==> src/rtl/mult_div_unit_iter.sv <==
// Iterative shift-add MULT/MULTU unit with HI/LO registers and MTHI/MTLO write port.
// Product appears on hi/lo WIDTH+2 edges after issue; busy stalls issue upstream meanwhile.
module mult_div_unit_iter #(
    parameter int WIDTH = 32,
    parameter int CNT_W = 6
) (
    input  logic             clk,
    input  logic             reset,
    input  logic             start,
    input  logic             sign_mode,
    input  logic [WIDTH-1:0] src_a,
    input  logic [WIDTH-1:0] src_b,
    input  logic             wr_hi,
    input  logic             wr_lo,
    input  logic [WIDTH-1:0] wr_data,
    output logic             busy,
    output logic             done,
    output logic [WIDTH-1:0] hi,
    output logic [WIDTH-1:0] lo
);

    typedef enum logic [1:0] {
        IDLE   = 2'd0,
        RUN    = 2'd1,
        FINISH = 2'd2
    } state_t;

    state_t             state;
    logic [CNT_W-1:0]   count;
    logic [2*WIDTH-1:0] acc;
    logic [2*WIDTH-1:0] mcand;
    logic [WIDTH-1:0]   mplier;
    logic               neg_flag;

    logic [WIDTH-1:0]   mag_a;
    logic [WIDTH-1:0]   mag_b;
    logic [2*WIDTH-1:0] acc_res;
    logic               accept;

    // The most-negative value negates to itself, which is already its correct unsigned magnitude.
    assign mag_a   = (sign_mode && src_a[WIDTH-1]) ? (~src_a + 1'b1) : src_a;
    assign mag_b   = (sign_mode && src_b[WIDTH-1]) ? (~src_b + 1'b1) : src_b;
    assign acc_res = neg_flag ? (~acc + 1'b1) : acc;

    assign accept = start && (state == IDLE);
    assign busy   = accept || (state != IDLE);

    always_ff @(posedge clk or negedge reset) begin
        if (!reset) begin
            state    <= IDLE;
            count    <= '0;
            acc      <= '0;
            mcand    <= '0;
            mplier   <= '0;
            neg_flag <= 1'b0;
            done     <= 1'b0;
            hi       <= '0;
            lo       <= '0;
        end else begin
            done <= 1'b0;
            case (state)
                IDLE: begin
                    if (start) begin
                        // Issue takes priority; any MTHI/MTLO in the same cycle is dropped.
                        mcand    <= {{WIDTH{1'b0}}, mag_a};
                        mplier   <= mag_b;
                        neg_flag <= sign_mode && (src_a[WIDTH-1] ^ src_b[WIDTH-1]);
                        acc      <= '0;
                        count    <= CNT_W'(WIDTH);
                        state    <= RUN;
                    end else begin
                        if (wr_hi) hi <= wr_data;
                        if (wr_lo) lo <= wr_data;
                    end
                end
                RUN: begin
                    if (mplier[0]) acc <= acc + mcand;
                    mcand  <= mcand << 1;
                    mplier <= mplier >> 1;
                    count  <= count - 1'b1;
                    if (count == CNT_W'(1)) state <= FINISH;
                end
                FINISH: begin
                    {hi, lo} <= acc_res;
                    done     <= 1'b1;
                    state    <= IDLE;
                end
                default: state <= IDLE;
            endcase
        end
    end

endmodule

==> config.mk <==
export PLATFORM = sky130hd
export DESIGN_NAME = mult_div_unit_iter
export DESIGN_NICKNAME = d
export VERILOG_FILES = /design/src/rtl/mult_div_unit_iter.sv
export SDC_FILE = /design/constraint.sdc
export NUM_CORES = 1
export LEC_CHECK = 0
export BUFFER_PORTS_ARGS = -buffer_cell sky130_fd_sc_hd__buf_2
export CAP_MARGIN = 20
export CORE_ASPECT_RATIO = 1.1
export CORE_MARGIN = 1.5
export CORE_UTILIZATION = 45
export DETAILED_ROUTE_END_ITERATION = 6
export GPL_ROUTABILITY_DRIVEN = 0
export HOLD_SLACK_MARGIN = 0.05
export PLACE_DENSITY = 0.66
export SETUP_SLACK_MARGIN = 0.3
export SLEW_MARGIN = 10
export SYNTH_ARGS = -nofsm -noshare
export SYNTH_HDL_FRONTEND = slang
export SYNTH_SLANG_ARGS = --single-unit
==> constraint.sdc <==
create_clock -name clk -period 3.85 [get_ports clk]
set_input_delay 0.1925 -clock clk [delete_from_list [all_inputs] [get_ports clk]]
set_output_delay 0.1925 -clock clk [all_outputs]
set_load 0.05 [all_outputs]
Yosys cells after proc, flatten, opt, wreduce, memory -nomap -nowiden
Cells that the tools add are included.
- input bits: 102
- bits in registers: 234
- logic and storage cells: 64
- output and inout port bits: 66
- bitwise logic cells: 4
- add/subtract/negate cells: 5
- reductions and logical operators: 15
- muxes and demuxes: 22
- eq/ne operators: 9
- operators by type and width (kind ; count):
    two-way mux 64 bit ; 4
    one-hot mux 64 bit (2 select lines) ; 2
    two-way mux 32 bit ; 7
    one-hot mux 32 bit (2 select lines) ; 3
    adder 32 x 1 -> 32 bit (second input constant) ; 2
    adder 64 x 1 -> 64 bit (second input constant) ; 1
    adder 64 bit ; 1
    inverter 32 bit ; 2
    inverter 64 bit ; 1
    != test 2 bit (second input constant) ; 6
    one-hot mux 6 bit (2 select lines) ; 1
    AND reduction 3 bit ; 3
    == test 6 x 1 -> 1 bit (second input constant) ; 1
    two-way mux 6 bit ; 1
    AND reduction 2 bit ; 3
    nonzero test 2 bit ; 3
    subtractor 6 x 1 -> 6 bit (second input constant) ; 1
    logical AND 1 bit ; 4
    two-way mux 2 bit ; 2
    one-hot mux 2 bit (2 select lines) ; 1
    == test 2 x 1 -> 1 bit (second input constant) ; 1
    == test 2 bit (second input constant) ; 1
    zero test 2 bit ; 1
    logical OR 1 bit ; 1
    other kinds (2) ; 2

Longest topological paths before layout
Gate-level depths: netlist of the first run.
- word-level depth: 5
- mapped depth: 13
- gate-level depth less buffers: 13

Least setup slack after synthesis of the first run
No wires, ideal clock.
- path type: reg-to-reg
- start: register acc[28]
- end: register hi[29]
- clock period less this slack: 3.833 ns
- setup time: 0.132 ns
- slack: 0.017 ns
- cell stages (with the launch flop): 12
- data required time: 3.718 ns
- data arrival time: 3.702 ns
- path buffers: 1
- cells stage by stage: dfrtp_1 -> or4_4 -> or3_1 -> or2_0 -> or4_4 -> or3_1 -> buf_2 -> or3_4 -> or4_4 -> o31ai_4 -> xor2_1 -> o21ai_1
- longest elaborated chain between the ends: 4
- ends and longest elaborated chain (what ; line ; text):
    from (decl) ; 30 ; logic [2*WIDTH-1:0] acc;
    from (signal assigned) ; 77 ; if (mplier[0]) acc <= acc + mcand;
    inverter 64 bit ; 43 ; assign acc_res = neg_flag ? (~acc + 1'b1) : acc;
    adder 64 x 1 -> 64 bit ; 43 ;
    two-way mux 64 bit ; 43 ;
    one-hot mux 32 bit (2 select lines) ; 61 ; case (state)
    to (signal assigned) ; 72 ; if (wr_hi) hi <= wr_data;
    to (signal assigned) ; 84 ; {hi, lo} <= acc_res;
    to (decl) ; 18 ; output logic [WIDTH-1:0] hi,
Every way passes these cells.
A chain may end at the register's enable or synchronous reset.

Final worst setup path of the first run
- start: register acc[30]
- end: register hi[29]
The elaborated chain is that of the path after synthesis.

==> results.yml, run 1 <==
floorplan:
  initial_core_util_pct: 45.9
  die_width_um: 182
  die_area_mm2: 0.0362
  placeable_area_mm2: 0.0344
  dieHeight_um: 199
  placement_rows: 71
  floorplan.io_pins: 168
timing:
  timing_worst_slew_pin_value_ns: 0.878
  finalMaxSlewViolations: 0
  period_share_pct: 97.1
  timing.final.hold_violations: 0
  timing.slew.headroom_pct: 41.3
  finalCriticalPeriod_ns: 3.74
  setup_viol_count_final: 0
  post_route_setup_tns_ns: 0
  post_route_skew_ns: 0.0202
  timing.fmax_ghz: 0.267
  fin_worst_hold_slack_ns: 0.104
  rsz0062_at_grt: "yes"
route:
  post-route-drc-count: 0
  routed_wire_length_per_instance_um: 17.8
  detail_route.vias_per_cell: 5.73
  detail-route-antenna-nets: 0
  finalWirelength_um: 45300
  detail_route.first_pass.iterations: 5
  vias: 14600
  initialDrtViolationCount: 861
global_routing:
  top_usage_layer: "met2"
  grt.met3_usage_pct: 3.70
  track_usage_pct: 25.0
  grt_first_pass_wirelength_um: 73400
  globalRouteMet2Util_pct: 41.6
  grt-ovfl-total: 0
  largest_net_degree_at_the_start_of_global_routing: 117
  grt_antenna_before_repair: 2
  via_count_of_the_first_global_routing_pass: 14200
  use_met1_pct: 33.8
final_layout:
  final_core_area_utilization_pct: 55.8
  share_of_post_route_cells_with_drive_strength_above_1_pct: 15.6
  final_nets: 2271
  n_antenna_cell: 0
  finish.cell_count_without_fillers: 2553
  area_delta_synth_final_pct: 21.6
cts:
  clk_root_buffer_cell: "clkbuf_16"
  cts_max_path_buffers: 3
  cts.clk_slew.worst_paths_ns: 0.06
  cts.sink_count: 234
  cts-buffers-inserted: 25
  clock_latency_ns: 0.54
  tritoncts_clock_tree: "built"
  h-tree-depth: 1
worst_setup_path:
  worst-setup-path-type: "reg2reg"
  critPathSlowestCell: "or4_4"
  worstSetupEndpointType: "register"
  crit_path_cell_trace: "or4_4, or3_4, or2_1, or4_4, or3_4, or3_4, or4_4, o31ai_4, xor2_1, o21ai_1"
  crit_path_max_fanout: 4
  critPathRequiredTime_ns: 4.23
  timing.critical_path.slowest_cell_delay_ns: 0.54
  worst_path_dominant_cell_family: "simple AND/OR/NAND/NOR gates"
  timing.critical_path.buf_inv: 0
  worstSetupStartpointType: "register"
  cp_data_arrival_time_ns: 4.12
yosys:
  syn-cell-area_mm2: 0.0158
  async_flop_share_pct: 100
  synth.top_cell.area_share_pct: 37.1
  ys_seq_elements: 234
  synth_sequential_area_ratio_pct: 37.1
  synth.avg_cell_area_um2: 8.50
  synthDominantAreaCellType: "dfrtp_1"
  netlist_instances: 1855
  post-synth-top-count-cell: "o21ai_0"
  synth_cell_type_count: 63
  netlist_top_cells_area: "dfrtp_1 (37%), o21ai_0 (9.3%), nand2_1 (6.8%), xnor2_1 (6.2%), ha_1 (5.4%)"
  synth-edff-count: 0
  post_synth_most_frequent_cells: "o21ai_0 (292), nand2_1 (285), dfrtp_1 (234), xnor2_1 (112), clkbuf_1 (102)"
  synthFlopType: "dfrtp_1"
  synth_nets: 2026
  yosysWarnings: 0
placed_design:
  port_buffers: 167
  hpwl_um: 34000
  placedCellCount: 2412
run_status:
  status: "complete, no violations"
min_path:
  min_path_type: "in2reg"
pwr:
  power.density_mw_per_mm2: 806
  finalPower_mw: 15.5
  leakage_nw: 8.31
  ir_worst_vdd_mv: 0.406
run:
  max_cap_viol_count: 0
==> worst reg2reg max path, cell delays in order, from the launching register on <==
cell,delay [ns]
dfrtp_1,0.37
or4_4,0.54
or3_4,0.33
or2_1,0.22
or4_4,0.54
or3_4,0.34
or3_4,0.34
or4_4,0.47
o31ai_4,0.20
xor2_1,0.17
o21ai_1,0.07
==> through the flow <==
stage / cell area, um^2 / setup WS [ns]
6_report: 19200 / 0.110
5_1_grt: 19200 / 0.0237
4_1_cts: 19100 / 0.103
3_5_place_dp: 17300 / 0.117
3_3_place_gp: 17300 / 0.131
2_1_floorplan: 15800 / 0.0853
==> kinds of logic after synthesis <==
family | count (synthesis) | synth area share [%]
XOR/XNOR | 175 | 9.72
multiplexers | 71 | 4.55
flip-flops | 234 | 37.1
AND/OR/NAND/NOR | 545 | 16.0
AO/OA/AOI/OAI | 619 | 23.7
buffers and inverters | 142 | 3.39
adder cells (fa/ha/maj) | 69 | 5.52
==> layout by cell type, fill, tap and decap left out, drive strengths merged, types with 25 or more instances in the layout <==
master	count
o21ai	297
nand2	285
buf	235
dfrtp	234
xnor2	112
a21oi	97
dlygate4sd3	94
ha	68
mux2i	65
nor2	64
xor2	63
a22oi	61
a21o	47
nor3	34
clkbuf	33
inv	32
o31ai	28
nand4	25
==> what timing repair did <==
action	in CTS	in global routing
pin swaps	3	5
buffers inserted	3	2
endpoints found under the hold margin	232	0
gates resized for setup	11	26
hold buffers	94	0
setup endpoints to repair	11	19
==> per-layer routing <==
| layer | wire (um) | vias up | share of wire [%] |
|---|---|---|---|
| met5 | 23 | - | 0.051 |
| met4 | 1210 | 4 | 2.7 |
| met3 | 2900 | 66 | 6.4 |
| met2 | 20300 | 476 | 45 |
| met1 | 20900 | 6914 | 46 |
| li1 | - | 7176 | - |
==> state kept, by name, indices dropped and copies added (netlist names) <==
| register | flops |
|---|---|
| acc | 64 |
| count | 6 |
| done | 1 |
| hi | 32 |
| lo | 32 |
| mcand | 64 |
| mplier | 32 |
| neg_flag | 1 |
| state | 2 |
==> worst paths after layout <==
path,depth (start not counted),endpoint,slack [ns],from
worst max-delay path,10,hi[29]$_DFFE_PN0P_,0.11,acc[30]$_DFFE_PN0P_
worst min-delay path,3,neg_flag$_DFFE_PN0P_,0.10,sign_mode
worst max register to register,10,hi[29]$_DFFE_PN0P_,0.11,acc[30]$_DFFE_PN0P_
worst min register to register,1,count[5]$_DFFE_PN0P_,0.49,count[5]$_DFFE_PN0P_
max in group asynchronous,3,mplier[6]$_DFFE_PN0P_,2.60,reset
min in group asynchronous,2,hi[10]$_DFFE_PN0P_,0.32,reset
==> area by class of cell <==
type	instances	area, um^2
Clock buffer	33	696
Clock inverter	9	104
Fill cell	3087	15200
Inverter	31	116
Multi-Input combinational cell	1479	9550
Sequential cell	234	5860
Tap cell	438	548
Timing Repair Buffer	329	2310
==> where the power goes <==
part	total [mW]	internal (mW)	switching, mW
Combinational	8.60	3.11	5.50
Clock	2.38	1.40	0.989
Sequential	4.48	3.51	0.971
Total	15.5	8.01	7.46
(Power assumes the default switching activity.)
==> run 2: changes to the inputs <==
- ABC_AREA: default -> 1
- CELL_PAD_IN_SITES_DETAIL_PLACEMENT: default -> 1
- CELL_PAD_IN_SITES_GLOBAL_PLACEMENT: default -> 1
- CORE_UTILIZATION: 45 -> 39
- PLACE_DENSITY: 0.66 -> default
- PLACE_DENSITY_LB_ADDON: default -> 0.1
==> run 2 against run 1 <==
Against the previous run:
- clock-buffer cell count increased by 7
- register-to-register slack better by 0.45 ns
- via count rose by 46%
- clock power rose by 23%
- routed wire length rose by 78%
- critical path depth down 1
- worst hold slack lost 0.038 ns
- synthesized cell count grew 69%
- fmax rose by 14%
- critical endpoint is now lo[30]$_DFFE_PN0P_
==> results.yml, run 2 <==
run_status:
  status: "complete, no violations"
floorplan:
  placeable_area_mm2: 0.0488
  floorplan.io_pins: 168
  dieHeight_um: 236
  die_area_mm2: 0.0508
  die_width_um: 215
  placement_rows: 85
  initial_core_util_pct: 39.5
placed_design:
  hpwl_um: 63900
  port_buffers: 167
yosys:
  post_synth_most_frequent_cells: "nand2_1 (1071), inv_1 (535), nor2_1 (270), nand3_1 (243), dfrtp_1 (234)"
  ys_seq_elements: 234
  synthFlopType: "dfrtp_1"
  synth_sequential_area_ratio_pct: 30.4
  post-synth-top-count-cell: "nand2_1"
  synth.top_cell.area_share_pct: 30.4
  synth.avg_cell_area_um2: 6.16
  synth-edff-count: 0
  synth_nets: 3297
  netlist_instances: 3126
  synthDominantAreaCellType: "dfrtp_1"
  syn-cell-area_mm2: 0.0193
  async_flop_share_pct: 100
  synth_cell_type_count: 51
  netlist_top_cells_area: "dfrtp_1 (30%), nand2_1 (21%), inv_1 (10%), nand3_1 (6.3%), nor2_1 (5.3%)"
  yosysWarnings: 0
cts:
  h-tree-depth: 1
  cts-buffers-inserted: 29
  clock_latency_ns: 0.58
  cts.clk_slew.worst_paths_ns: 0.06
  tritoncts_clock_tree: "built"
  cts.sink_count: 234
  postCtsSetupRepairBufs: 0
  clk_root_buffer_cell: "clkbuf_16"
  cts_max_path_buffers: 3
worst_setup_path:
  crit_path_max_fanout: 46
  critPathRequiredTime_ns: 4.29
  cp_data_arrival_time_ns: 3.73
  worst-setup-path-type: "reg2reg"
  worstSetupEndpointType: "register"
  register_to_register_path_setup_slack_ns: 0.57
  worstSetupStartpointType: "register"
timing:
  post_route_setup_tns_ns: 0
  rsz0062_at_grt: "no"
  timing.fmax_ghz: 0.304
  timing.slew.headroom_pct: 29.7
  period_share_pct: 85.3
  timing.final.hold_violations: 0
  timing_worst_slew_pin_value_ns: 1.05
  finalMaxSlewViolations: 0
  post_route_skew_ns: 0.0189
  setup_viol_count_final: 0
  finalCriticalPeriod_ns: 3.28
route:
  detail_route.vias_per_cell: 5.31
  detail-route-antenna-nets: 0
  initialDrtViolationCount: 1456
  routed_wire_length_per_instance_um: 20.0
  vias: 21400
  finalWirelength_um: 80500
  detail_route.first_pass.iterations: 5
  post-route-drc-count: 0
min_path:
  min_path_type: "in2reg"
final_layout:
  final_common_cell: "nand2_1"
  layout_top_registers: "acc (64), mcand (64)"
  mostFrequentLayoutCells: "nand2_1 (1071), inv_1 (535), nor2_1 (267)"
  n_antenna_cell: 0
  final_nets: 3532
  area_delta_synth_final_pct: 17.8
  share_of_post_route_cells_with_drive_strength_above_1_pct: 9.26
global_routing:
  grt_antenna_before_repair: 0
  grt-ovfl-total: 0
  largest_net_degree_at_the_start_of_global_routing: 113
  via_count_of_the_first_global_routing_pass: 22100
  track_usage_pct: 31.7
  grt_first_pass_wirelength_um: 127000
pwr:
  leakage_nw: 12.2
  power.density_mw_per_mm2: 253
  finalPower_mw: 5.75
  ir_worst_vdd_mv: 0.240
run:
  max_cap_viol_count: 0
-- run 2: area by class of cell --
class,count,area (um^2)
Fill cell,6677,26100
Multi-Input combinational cell,2269,11000
Sequential cell,234,5860
Inverter,544,2040
Timing Repair Buffer,283,1960
Tap cell,652,816
Clock buffer,40,807
Clock inverter,9,178
-- run 2: logic make-up after synthesis --
logic type	count (synthesis)	share of synthesized area, %
buf+inv	623	12.4
simple gates	1740	38.1
flops	234	30.4
mux	1	0.0520
compound gates	429	13.1
fa+ha+maj	69	4.52
xor+xnor	30	1.36
-- run 2: metrics by stage --
step / hold WS (ns) / instances / cell area, um^2 / utilization [%] / worst slack [ns]
final: 0.0658 / 4031 / 22700 / 46.5 / 0.565
after floorplan: -0.103 / 3126 / 19300 / - / 1.91
after global placement: 0.360 / 3888 / 20800 / 42.6 / 0.611
after CTS: 0.0506 / 4031 / 22700 / 46.5 / 0.587
after detailed placement: 0.364 / 3888 / 20800 / 42.6 / 0.633
after global routing: 0.0842 / 4031 / 22700 / 46.5 / 0.442
-- run 2: where the power goes --
part / internal (mW) / total [mW] / switching [mW] / leakage (nW)
Clock: 1.78 / 2.92 / 1.14 / 0.469
Combinational: 0.153 / 0.364 / 0.211 / 8.96
Sequential: 2.46 / 2.46 / 0 / 2.76
-- run 2: worst max-delay path, stage by stage, from the launching register on --
cell	delay, ns
dfrtp_1	0.42
nor2_1	0.36
inv_1	0.10
nor2_2	0.47
nand2_1	0.51
nand2_2	0.38
inv_2	0.38
nand2_1	0.14
o21ai_0	0.13
o21bai_1	0.21
-- run 2: what timing repair did --
action | 4_1_cts | 5_1_grt
hold endpoints to repair | 217 | 0
hold buffers | 94 | 0
gates resized for setup | 0 | 0
-- run 2: path summary, 6_finish.rpt --
path                                      startpoint               endpoint  cells after the start
worst max-delay path            state[0]$_DFFE_PN0P_     lo[30]$_DFFE_PN0P_                      9
worst min-delay path                       src_a[17]  mcand[17]$_DFFE_PN0P_                      4
worst max register to register  state[0]$_DFFE_PN0P_     lo[30]$_DFFE_PN0P_                      9
worst min register to register     lo[1]$_DFFE_PN0P_      lo[1]$_DFFE_PN0P_                      2
max in group asynchronous                      reset    acc[25]$_DFFE_PN0P_                      3
min in group asynchronous                      reset      lo[2]$_DFFE_PN0P_                      2
-- run 2: metal layers --
metal  wire [um]  vias to the layer above  global-route usage (%)
met5           0                        -                       0
met2       37000                      535                    52.7
met4        3150                        0                    11.9
met3        3710                      139                    2.85
met1       36600                    10400                    42.8
li1            -                    10400                       -
